$ cat src/rtl/pulse_sequencer.sv
// pulse_sequencer: collects 11-byte UART command frames and plays a HIGH/LOW/IMP/STOP
// pulse pattern, each phase timed in ticks, repeated rep_no times.
module pulse_sequencer #(
  parameter int unsigned TIMEOUT_TICKS = 50,
  parameter logic [7:0]  CMD_START     = 8'h01,
  parameter logic [7:0]  CMD_ABORT     = 8'h02
) (
  input  logic       clk,
  input  logic       rst,
  input  logic       rx_valid,
  input  logic [7:0] Rx_Byte,
  input  logic       tick,
  input  logic       abort,
  output logic       drive_high,
  output logic       drive_imp,
  output logic [2:0] phase,
  output logic       busy,
  output logic [7:0] rep_left,
  output logic       frame_ok,
  output logic       frame_err,
  output logic       done
);

  typedef enum logic [2:0] {
    S_IDLE = 3'd0,
    S_HIGH = 3'd1,
    S_LOW  = 3'd2,
    S_IMP  = 3'd3,
    S_STOP = 3'd4
  } state_t;

  localparam logic [15:0] TO_LAST  = 16'(TIMEOUT_TICKS - 1);
  localparam logic [3:0]  LAST_IDX = 4'd10;

  state_t      state, state_nx;
  logic [3:0]  idx;
  logic [15:0] to_cnt;
  logic [15:0] ph_cnt;
  logic [15:0] ph_dur;
  logic [7:0]  sh_cmd, sh_rep;
  logic [15:0] sh_high, sh_low, sh_imp, sh_stop;
  logic [15:0] act_high, act_low, act_imp, act_stop;
  logic        frame_end, timeout, ph_exit, load;
  logic [7:0]  rep_nx;
  logic        ok_nx, err_nx, done_nx;

  // Byte 10 only closes the frame; its value carries no field.
  assign frame_end = rx_valid && (idx == LAST_IDX);
  assign timeout   = !rx_valid && tick && (idx != 4'd0) && (to_cnt == TO_LAST);

  always_comb begin
    case (state)
      S_HIGH:  ph_dur = act_high;
      S_LOW:   ph_dur = act_low;
      S_IMP:   ph_dur = act_imp;
      S_STOP:  ph_dur = act_stop;
      default: ph_dur = 16'd0;
    endcase
  end

  // A zero-length phase exits immediately, so it is held for exactly one clk.
  assign ph_exit = (state != S_IDLE) && (ph_cnt == ph_dur);

  always_comb begin
    state_nx = state;
    rep_nx   = rep_left;
    ok_nx    = 1'b0;
    err_nx   = 1'b0;
    done_nx  = 1'b0;
    load     = 1'b0;
    if (abort) begin
      state_nx = S_IDLE;
      rep_nx   = 8'd0;
    end else begin
      if (ph_exit) begin
        case (state)
          S_HIGH: state_nx = S_LOW;
          S_LOW:  state_nx = S_IMP;
          S_IMP:  state_nx = S_STOP;
          S_STOP: begin
            if (rep_left > 8'd1) begin
              rep_nx   = rep_left - 8'd1;
              state_nx = S_HIGH;
            end else begin
              rep_nx   = 8'd0;
              done_nx  = 1'b1;
              state_nx = S_IDLE;
            end
          end
          default: state_nx = S_IDLE;
        endcase
      end
      if (frame_end) begin
        if ((state == S_IDLE) && (sh_cmd == CMD_START)) begin
          load   = 1'b1;
          ok_nx  = 1'b1;
          rep_nx = sh_rep;
          if (sh_rep != 8'd0) state_nx = S_HIGH;
          else                done_nx  = 1'b1;
        end else if ((state != S_IDLE) && (sh_cmd == CMD_ABORT)) begin
          ok_nx    = 1'b1;
          state_nx = S_IDLE;
          rep_nx   = 8'd0;
          done_nx  = 1'b0;
        end else begin
          err_nx = 1'b1;
        end
      end
      if (timeout) err_nx = 1'b1;
    end
  end

  always_ff @(posedge clk or posedge rst) begin
    if (rst) state <= S_IDLE;
    else     state <= state_nx;
  end

  always_ff @(posedge clk or posedge rst) begin
    if (rst) begin
      idx       <= 4'd0;
      to_cnt    <= 16'd0;
      ph_cnt    <= 16'd0;
      sh_cmd    <= 8'd0;
      sh_rep    <= 8'd0;
      sh_high   <= 16'd0;
      sh_low    <= 16'd0;
      sh_imp    <= 16'd0;
      sh_stop   <= 16'd0;
      act_high  <= 16'd0;
      act_low   <= 16'd0;
      act_imp   <= 16'd0;
      act_stop  <= 16'd0;
      rep_left  <= 8'd0;
      frame_ok  <= 1'b0;
      frame_err <= 1'b0;
      done      <= 1'b0;
    end else begin
      rep_left  <= rep_nx;
      frame_ok  <= ok_nx;
      frame_err <= err_nx;
      done      <= done_nx;

      if (abort)         idx <= 4'd0;
      else if (rx_valid) idx <= (idx == LAST_IDX) ? 4'd0 : idx + 4'd1;
      else if (timeout)  idx <= 4'd0;

      if (abort || rx_valid || timeout || (idx == 4'd0)) to_cnt <= 16'd0;
      else if (tick)                                       to_cnt <= to_cnt + 16'd1;

      if (state_nx != state)                             ph_cnt <= 16'd0;
      else if (tick && !ph_exit && (state != S_IDLE))    ph_cnt <= ph_cnt + 16'd1;

      // A discarded partial frame leaves no stale bytes behind.
      if (abort || timeout) begin
        sh_cmd  <= 8'd0;
        sh_rep  <= 8'd0;
        sh_high <= 16'd0;
        sh_low  <= 16'd0;
        sh_imp  <= 16'd0;
        sh_stop <= 16'd0;
      end else if (rx_valid) begin
        case (idx)
          4'd0:    sh_cmd        <= Rx_Byte;
          4'd1:    sh_rep        <= Rx_Byte;
          4'd2:    sh_high[7:0]  <= Rx_Byte;
          4'd3:    sh_high[15:8] <= Rx_Byte;
          4'd4:    sh_low[7:0]   <= Rx_Byte;
          4'd5:    sh_low[15:8]  <= Rx_Byte;
          4'd6:    sh_imp[7:0]   <= Rx_Byte;
          4'd7:    sh_imp[15:8]  <= Rx_Byte;
          4'd8:    sh_stop[7:0]  <= Rx_Byte;
          4'd9:    sh_stop[15:8] <= Rx_Byte;
          default: ;
        endcase
      end

      if (load) begin
        act_high <= sh_high;
        act_low  <= sh_low;
        act_imp  <= sh_imp;
        act_stop <= sh_stop;
      end
    end
  end

  assign phase      = 3'(state);
  assign busy       = (state != S_IDLE);
  assign drive_high = (state == S_HIGH) && (act_high != 16'd0);
  assign drive_imp  = (state == S_IMP) && (act_imp != 16'd0);

endmodule

$ cat config.mk
export PLATFORM = sky130hd
export DESIGN_NAME = pulse_sequencer
export DESIGN_NICKNAME = d
export VERILOG_FILES = /design/src/rtl/pulse_sequencer.sv
export SDC_FILE = /design/constraint.sdc
export NUM_CORES = 1
export LEC_CHECK = 0
export ABC_AREA = 1
export CORE_ASPECT_RATIO = 1.5
export CORE_MARGIN = 1
export CORE_UTILIZATION = 40
export CTS_CLUSTER_DIAMETER = 100
export DETAILED_ROUTE_END_ITERATION = 8
export DONT_BUFFER_PORTS = 1
export GPL_TIMING_DRIVEN = 0
export SLEW_MARGIN = 25
export SYNTH_ARGS = -nofsm -noshare
export SYNTH_HDL_FRONTEND = slang
export SYNTH_SLANG_ARGS = --single-unit
$ cat constraint.sdc
create_clock -name clk -period 7.9 [get_ports clk]
set_input_delay 1.185 -clock clk [delete_from_list [all_inputs] [get_ports clk]]
set_output_delay 1.185 -clock clk [all_outputs]
set_load 0.03 [all_outputs]
==> out/summary.txt <==
Logic pwr share = 19.7%
Worst VDD drop = 0.185 mV
Pwr Density = 233 nW/um^2
Placed Area = 9880 sq um
Root buffer cell = clkbuf_16
CTS sink cnt = 194
Outcome = complete, no violations
Netlist cell types = 39
Post-synth top area share = 51.5%
Post-CTS Hold Fix Bufs = 0
Sequential power share = 44.7%
Crit-path max cell delay = 0.71 ns
Sw Pwr = 785 uW
Post-synth EDFFs = 0
Fin. max-slew vios = 0
Biggest area consumer among synthesized cells = dfrtp_1
Worst EP arrival = 2.46 ns
Max Buffers Root-to-Sink = 2
ANT nets after route = 0
Final Hold Viols = 0
Combinational family with the most area after synthesis = simple AND/OR/NAND/NOR gates
# diodes = 0
Initial cell density of the core = 40.9%
Post-synthesis mux area share = 5.42%
CTS tree = done
Global Route Usage Sum = 21.9%
Worst-Skew Late Latency = 0.44 ns
Setup CP Type = reg -> out
Most frequent cells in the layout = nand2_1 (218), dfrtp_1 (194), inv_1 (153)
Syn Nets = 1141
R2R depth = 11
Total CTS buffers = 17
Worst endpoint required time = 6.71 ns
Share of the clock period used by the worst path = 46.2%
Vias in the first global route = 7339
CP delay by family, top = compound AO/OA/AOI/OAI gates
Post-DP HPWL = 18600 microns
# placed instances = 1440
Cell depth of the worst hold path = 2
Design area = 10500 sq um
Worst Path Max Fanout = 10
H-Tree Depth = 4
Post-Syn Area = 9420 sq um
Max-slew headroom = 39.2%
Via density = 5.08
Sequential area share after synthesis = 51.5%
Reg2Reg Capture Point = act_stop[2]
Ys Warns = 0
Internal power = 1650 uW
Cells after Synth = 1123
Synth Area in Compound Gates = 9.61%
Max Cap Viol = 0
P&R area growth vs syn = 11.0%
R2R setup slack = 4.33 ns
DR pass1 iterations = 5
Crit path time final = 3.65 ns
Fmax = 0.274 GHz
Wire length per cell = 16.9 microns
Post-CTS Setup Repair Bufs = 0
Buf/Inv on CP = 3
Post-layout util = 45.4%
Commonest non-fill, non-tap cell in the layout = nand2_1
Initial drt markers = 507
FF+latch area = 4850 sq um
Site Rows = 68
Worst path cell trace = buf_6 > inv_4 > nor3_2 > inv_1 > a41oi_1
Pin count of the biggest net entering global routing = 85
Worst-Margin Slew = 0.901 ns
Initial antenna violation count = 0
Gp weighted congestion = 0.905
Vias after detailed routing = 7472
Ports = 30
Register bit total from synthesis = 194
FILL cells = 2278
Leading post-synthesis cells by cell area = dfrtp_1 (52%), nand2_1 (8.7%), inv_1 (6.1%)
Startpoint Class = flip-flop
Hold path start = sh_low[14]
Layout cells sized above 1 = 6.40%
RSZ-0062 raised after global routing = false
Die width = 127 microns
Post-Synth Adder-Cell Area = 0.664%
Multi-input combinational cell area = 3770 sq um
Setup violators final = 0
Clock share of power = 35.7%
Syn_area_per_cell = 8.39 sq um
Clock Pin Slew Worst Setup and Hold Paths = 0.07 ns
P_leak = 0.00519 uW
Die span in y = 190 microns
Routed Wire Length = 24800 microns
CP Capture Type = output pin
Hold Crit Endpoint = act_low[14]
Die area = 24200 sq um
Switching Fraction = 32.3%
Worst r2r src = phase[2]
GR Overflow Total = 0
Simple-gate share of the synthesized area = 22.2%
Ys flop type = dfrtp_1
Worst Skew = 0.00960 ns
Number of port buffers = 0
Asr flop ratio synth = 100%
Final cell count without fillers = 1471
Nets@finish = 1162
# DRC = 0
Worst Hold Class = reg -> reg
Global-route wire length before repair = 40100 microns
Post-cts gate resize count = 0
Core area = 23100 sq um
Post-synthesis xor/xnor area fraction = 2.04%
Slowest CP cell = a41oi_1
synth_stat cells, drive strengths merged (16+ instances only):
master  instances
dfrtp         194
nand3          69
inv           159
a21oi          30
buf            21
mux2i          51
o21ai         125
nor2          121
nand4          37
xor2           18
clkbuf         16
nand2         219
per-stage QoR:
stage          worst slack, ns  total power, uW  hold WS, ns  TNS (ns)
6_report                  4.25             2430        0.476         0
3_3_place_gp            -0.797             1570        0.455   -150.01
2_1_floorplan             1.43             1440        0.444         0
3_5_place_dp              4.27             1580        0.460         0
5_1_grt                   4.05             2550        0.499         0
4_1_cts                   4.19             2450        0.478         0
area by class of cell:
class / instances / share of cell area, %
clock buffer: 19 / 4.33
tap: 315 / 3.77
clock inverter: 12 / 1.26
sequential: 194 / 46.4
timing repair buffer: 2 / 0.526
inverter: 161 / 5.87
buffer: 37 / 1.87
multi-input combinational: 731 / 36.0
worst register-to-register path, cell delays in order (launching register included):
cell     delay, ns
dfrtp_1       0.49
buf_4         0.24
nor2_2        0.17
buf_4         0.19
nand2_1       0.39
nor3_1        0.38
nand2_1       0.26
nor2_1        0.38
buf_2         0.38
buf_4         0.29
mux2i_1       0.23
inv_1         0.06
flip-flops by register name, indices dropped and copies added (netlist names), 3 cells and up:
| name | flops |
|---|---|
| sh_rep | 8 |
| sh_stop | 16 |
| ph_cnt | 16 |
| act_imp | 16 |
| sh_cmd | 8 |
| idx | 4 |
| sh_imp | 16 |
| to_cnt | 16 |
| sh_low | 16 |
| act_stop | 16 |
| act_high | 16 |
| sh_high | 16 |
| act_low | 16 |
| phase | 3 |
| rep_left | 8 |
logic make-up (layout without fill, tap and decap cells):
logic type / Yosys count / count (layout)
AND/OR/NAND/NOR: 480 / 480
buffers and inverters: 198 / 231
flip-flops: 194 / 194
AO/OA/AOI/OAI: 173 / 173
multiplexers: 51 / 51
XOR/XNOR: 22 / 22
adder cells (fa/ha/maj): 5 / 5
worst max path at each step:
stage,from,endpoint,slack [ns],cells after the start
after floorplan,rst,act_high[0],1.43,1
after global placement,rst,rep_left[2],-0.80,1
after detailed placement,rx_valid,act_stop[14],4.27,9
after CTS,phase[0],drive_high,4.19,5
after global routing,phase[0],drive_high,4.05,5
final,phase[0],drive_high,4.25,5
power by group through the flow:
| stage | sequential, uW | clock [uW] | combinational [uW] |
|---|---|---|---|
| 2_1_floorplan | 1100 | 0 | 344 |
| 3_3_place_gp | 1100 | 0 | 467 |
| 3_5_place_dp | 1110 | 0 | 477 |
| 4_1_cts | 1090 | 887 | 479 |
| 5_1_grt | 1090 | 924 | 532 |
| 6_report | 1090 | 868 | 478 |
routing by layer:
metal	vias up	share of wire, %	global-route usage (%)
li1	3706	-	-
met1	3589	41	26.1
met2	132	51	38.3
met3	45	3.3	3.52
met4	0	4.0	10.7
met5	-	0	0
No activity file was read; power rests on OpenSTA's default activity.
==> variant 1 (same flow settings) <==
The output `frame_ok` loses its register stage (`frame_ok` becomes a continuous assignment).
--- a/src/rtl/pulse_sequencer.sv
+++ b/src/rtl/pulse_sequencer.sv
@@ -133,3 +133,2 @@
       rep_left  <= 8'd0;
-      frame_ok  <= 1'b0;
       frame_err <= 1'b0;
@@ -138,3 +137,2 @@
       rep_left  <= rep_nx;
-      frame_ok  <= ok_nx;
       frame_err <= err_nx;
@@ -185,2 +183,4 @@
 
+  assign frame_ok = ok_nx;
+
   assign phase      = 3'(state);
Formal check against the unedited RTL: same outputs for any inputs over 10 cycles, from zero or initial values and one cycle with rst high; that may be too few to reach the edited logic, so the function may still have changed.
==> variant 1 against the original RTL <==
- total power hardly changed
- synthesized area down 0.27%
- count of clock-buffer cells in the layout increased by 2
- sequential cell count is 1 lower
- synthesized cell count about the same
- clock power rose by 0.9%
- routed wire length fell by 0.13%
- final area down 0.39%
- setup slack worse by 0.67 ns
- largest power group unchanged
- highest routed layer unchanged
==> variant 1: results (changes against the original RTL) <==
synth_compound_area_share_pct: 9.64  # was 9.61%
synthTopCellsByCount: "nand2_1 (218), dfrtp_1 (193), inv_1 (154), o21ai_0 (115), nor2_1 (112)"  # was nand2_1 (218), dfrtp_1 (194), inv_1 (154), o21ai_0 (115), nor2_1 (112)
dr_wl_met2_um: 12600  # was 12,700 um
max_stage_delay_ns: 0.65  # was 0.71 ns
power_clock_mw: 0.876  # was 0.868 mW
cp_top_family: "simple AND/OR/NAND/NOR gates"  # was compound AO/OA/AOI/OAI gates
syn_avg_cell_area_um2: 8.38  # was 8.39 um2
p_sw_share_pct: 32.4  # was 32.3%
pre_cts_ws_ns: 4.07  # was 4.27 ns
seq_area_mm2: 0.00483  # was 0.00485 mm2
vdd_drop_max_uv: 150  # was 185 uV
finalNonFillerCells: 1470  # was 1,471
grt_first_pass_wirelength_um: 39600  # was 40,100 um
place.detailed.hpwl_um: 18300  # was 18,600 um
wirelength_um: 24800  # about the same
grt_use_met1_pct: 25.5  # was 26.1%
first_pass_iters: 4  # was 5
synthAdderAreaFrac_pct: 0.666  # was 0.664%
synth_seq_area_share_pct: 51.4  # was 51.5%
grtUsageTotal_pct: 22.0  # was 21.9%
synth.area.mux_share_pct: 5.43  # was 5.42%
place_area_mm2: 0.00983  # was 0.00988 mm2
use_met3_pct: 4.64  # was 3.52%
status: "finished, final reports clean"  # unchanged
met3_wirelength_um: 1010  # was 820 um
grtUsageMet2_pct: 37.9  # was 38.3%
p_comb_share_pct: 19.5  # was 19.7%
slowest_stage: "nor4_2"  # was a41oi_1
synthXorXnorAreaFrac_pct: 2.05  # was 2.04%
routed_via_density: 5.08  # about the same
gp_congestion: 0.891  # was 0.905
slew_headroom_pct: 32.1  # was 39.2%
num-nets-final: 1160  # was 1,162
p_leak_nw: 5.16  # was 5.19 nW
grt_start_max_net_pins: 100  # was 85
fillerInstances: 2275  # was 2,278
## variant 1: cell count changes in the layout (fill, tap and decap cells not counted)
cell,delta
clkbuf_1,+2
nor4_1,-1
buf_16,-1
clkinvlp_4,+1
nor4_2,+1
dfrtp_1,-1
clkinv_2,-2
## variant 1: worst paths after layout
| kind | to | startpoint | cells past startpoint | slack, ns |
|---|---|---|---|---|
| max in group asynchronous | done | rst | 2 | 6.26 |
| worst max register to register | act_stop[1] | phase[2] | 11 | 4.28 |
| worst max-delay path | frame_ok | phase[2] | 7 | 3.58 |
| worst min register to register | act_imp[13] | sh_imp[13] | 2 | 0.47 |
| min in group asynchronous | sh_imp[10] | rst | 1 | 0.72 |
| worst min-delay path | act_imp[13] | sh_imp[13] | 2 | 0.47 |
## variant 1: final cells by class
class                      instances  area share, %
buffer                            37           1.87
clock buffer                      21           4.42
clock inverter                    11           1.24
inverter                         161           5.89
multi-input combinational        731           36.2
sequential                       193           46.3
tap                              315           3.78
timing repair buffer               1          0.264
==> variant 2 (same settings) <==
Made on the original files. The parameter `TIMEOUT_TICKS` goes from 50 to 25.
--- a/src/rtl/pulse_sequencer.sv
+++ b/src/rtl/pulse_sequencer.sv
@@ -3,3 +3,3 @@
 module pulse_sequencer #(
-  parameter int unsigned TIMEOUT_TICKS = 50,
+  parameter int unsigned TIMEOUT_TICKS = 25,
   parameter logic [7:0]  CMD_START     = 8'h01,
Behaviour: no difference found for any inputs over 10 cycles, from zero or initial values and one cycle with rst high; that may be too few to reach the edited logic, so the function may still have changed.
==> variant 2 against the original RTL <==
- hold slack better by 0.0025 ns
- first-iteration DRC count is 4.1% higher
- clock power is 4.5% lower
- sequential cell count stayed put
- global-route usage is 0.59 points lower
- maximum frequency is 2.8% lower
- clock skew is 0.00092 ns lower
- routed wire length is 2.4% lower
- synthesized area is 2.0% higher
- die area is 1.9% higher
- final area is 1.7% higher
- count of clock-buffer cells in the layout is 1 higher
- setup slack worse by 0.11 ns
- total power is 6.8% higher
- critical path type is now reg -> reg
- critical endpoint is now act_stop[1]
==> variant 2: results (changes against the original RTL) <==
status: "finished, final reports clean"  # unchanged
synthTopCellsByCount: "dfrtp_1 (194), nand2_1 (190), inv_1 (153), nor2_1 (102), o21ai_0 (95)"  # was nand2_1 (218), dfrtp_1 (194), inv_1 (154), o21ai_0 (115), nor2_1 (112)
wirelength_um: 24200  # was 24,800 um
worst_slew_pin_slew_ns: 0.916  # was 0.901 ns
ys_types: 48  # was 39
grt_pass1_vias: 7077  # was 7,339
n_all_buffers: 37  # was 39
grt_start_max_net_pins: 89  # was 85
gp_congestion: 0.962  # was 0.905
p_leak_nw: 5.29  # was 5.19 nW
grt_first_pass_wirelength_um: 39100  # was 40,100 um
reg2reg_to: "act_stop[1]"  # was act_stop[2]
num-multi-input-gates: 712  # was 731
vdd_drop_max_uv: 152  # was 185 uV
drt_iter0_drc: 528  # was 507
dieArea_mm2: 0.0247  # was 0.0242 mm2
multi_input_area_share_pct: 37.3  # was 36.0%
min_to: "act_high[13]"  # was act_low[14]
synth_seq_area_share_pct: 50.5  # was 51.5%
critPathArrivalTime_ns: 4.09  # was 2.46 ns
hp-start: "sh_high[13]"  # was sh_low[14]
first_pass_iters: 6  # was 5
critPathCapture: "act_stop[1]"  # was drive_high
fillerInstances: 2354  # was 2,278
fin_hold_ws_ns: 0.479  # was 0.476 ns
layout.nonclk_buf_share_pct: 2.54  # was 2.39%
synth_nets: 1117  # was 1,141
clockBufferCount: 20  # was 19
fmax_mhz: 266  # was 274 MHz
power_clock_mw: 0.829  # was 0.868 mW
area_delta_synth_final_pct: 10.8  # was 11.0%
power_mw: 2.60  # was 2.43 mW
startpoint: "phase[2]"  # was phase[0]
clk_share_pct: 5.16  # was 5.58%
max_stage_delay_ns: 0.51  # was 0.71 ns
routed_via_density: 5.09  # was 5.08
syn_avg_cell_area_um2: 8.74  # was 8.39 um2
place_area_mm2: 0.0101  # was 0.00988 mm2
## variant 2: cell count changes after synthesis, moves of 4 or more
| cell | change |
|---|---|
| nand2_1 | -28 |
| nand3_1 | -10 |
| mux2i_1 | -4 |
| o21ai_0 | -20 |
| buf_2 | -6 |
| nor2_2 | -5 |
| nand4_1 | -5 |
| nor2_4 | +13 |
| mux2_2 | +16 |
| a21oi_1 | +10 |
| nor2_1 | -10 |
## variant 2: cells by family after synthesis
| kind of cell | synth area share, % |
|---|---|
| and+or+nand+nor | 21.5 |
| DFF | 50.5 |
| buffers and inverters | 8.41 |
| AOI/OAI and AO/OA | 10.2 |
| muxes | 6.77 |
| xor gates and xnor gates | 2.01 |
| adders and majority gates | 0.651 |
## variant 2: routing by layer
| layer | track usage [%] | wire (um) | up-vias |
|---|---|---|---|
| li1 | - | - | 3656 |
| met1 | 25.2 | 9910 | 3538 |
| met2 | 36.8 | 12500 | 140 |
| met3 | 3.84 | 779 | 53 |
| met4 | 11.2 | 1010 | 0 |
| met5 | 0 | 0 | - |
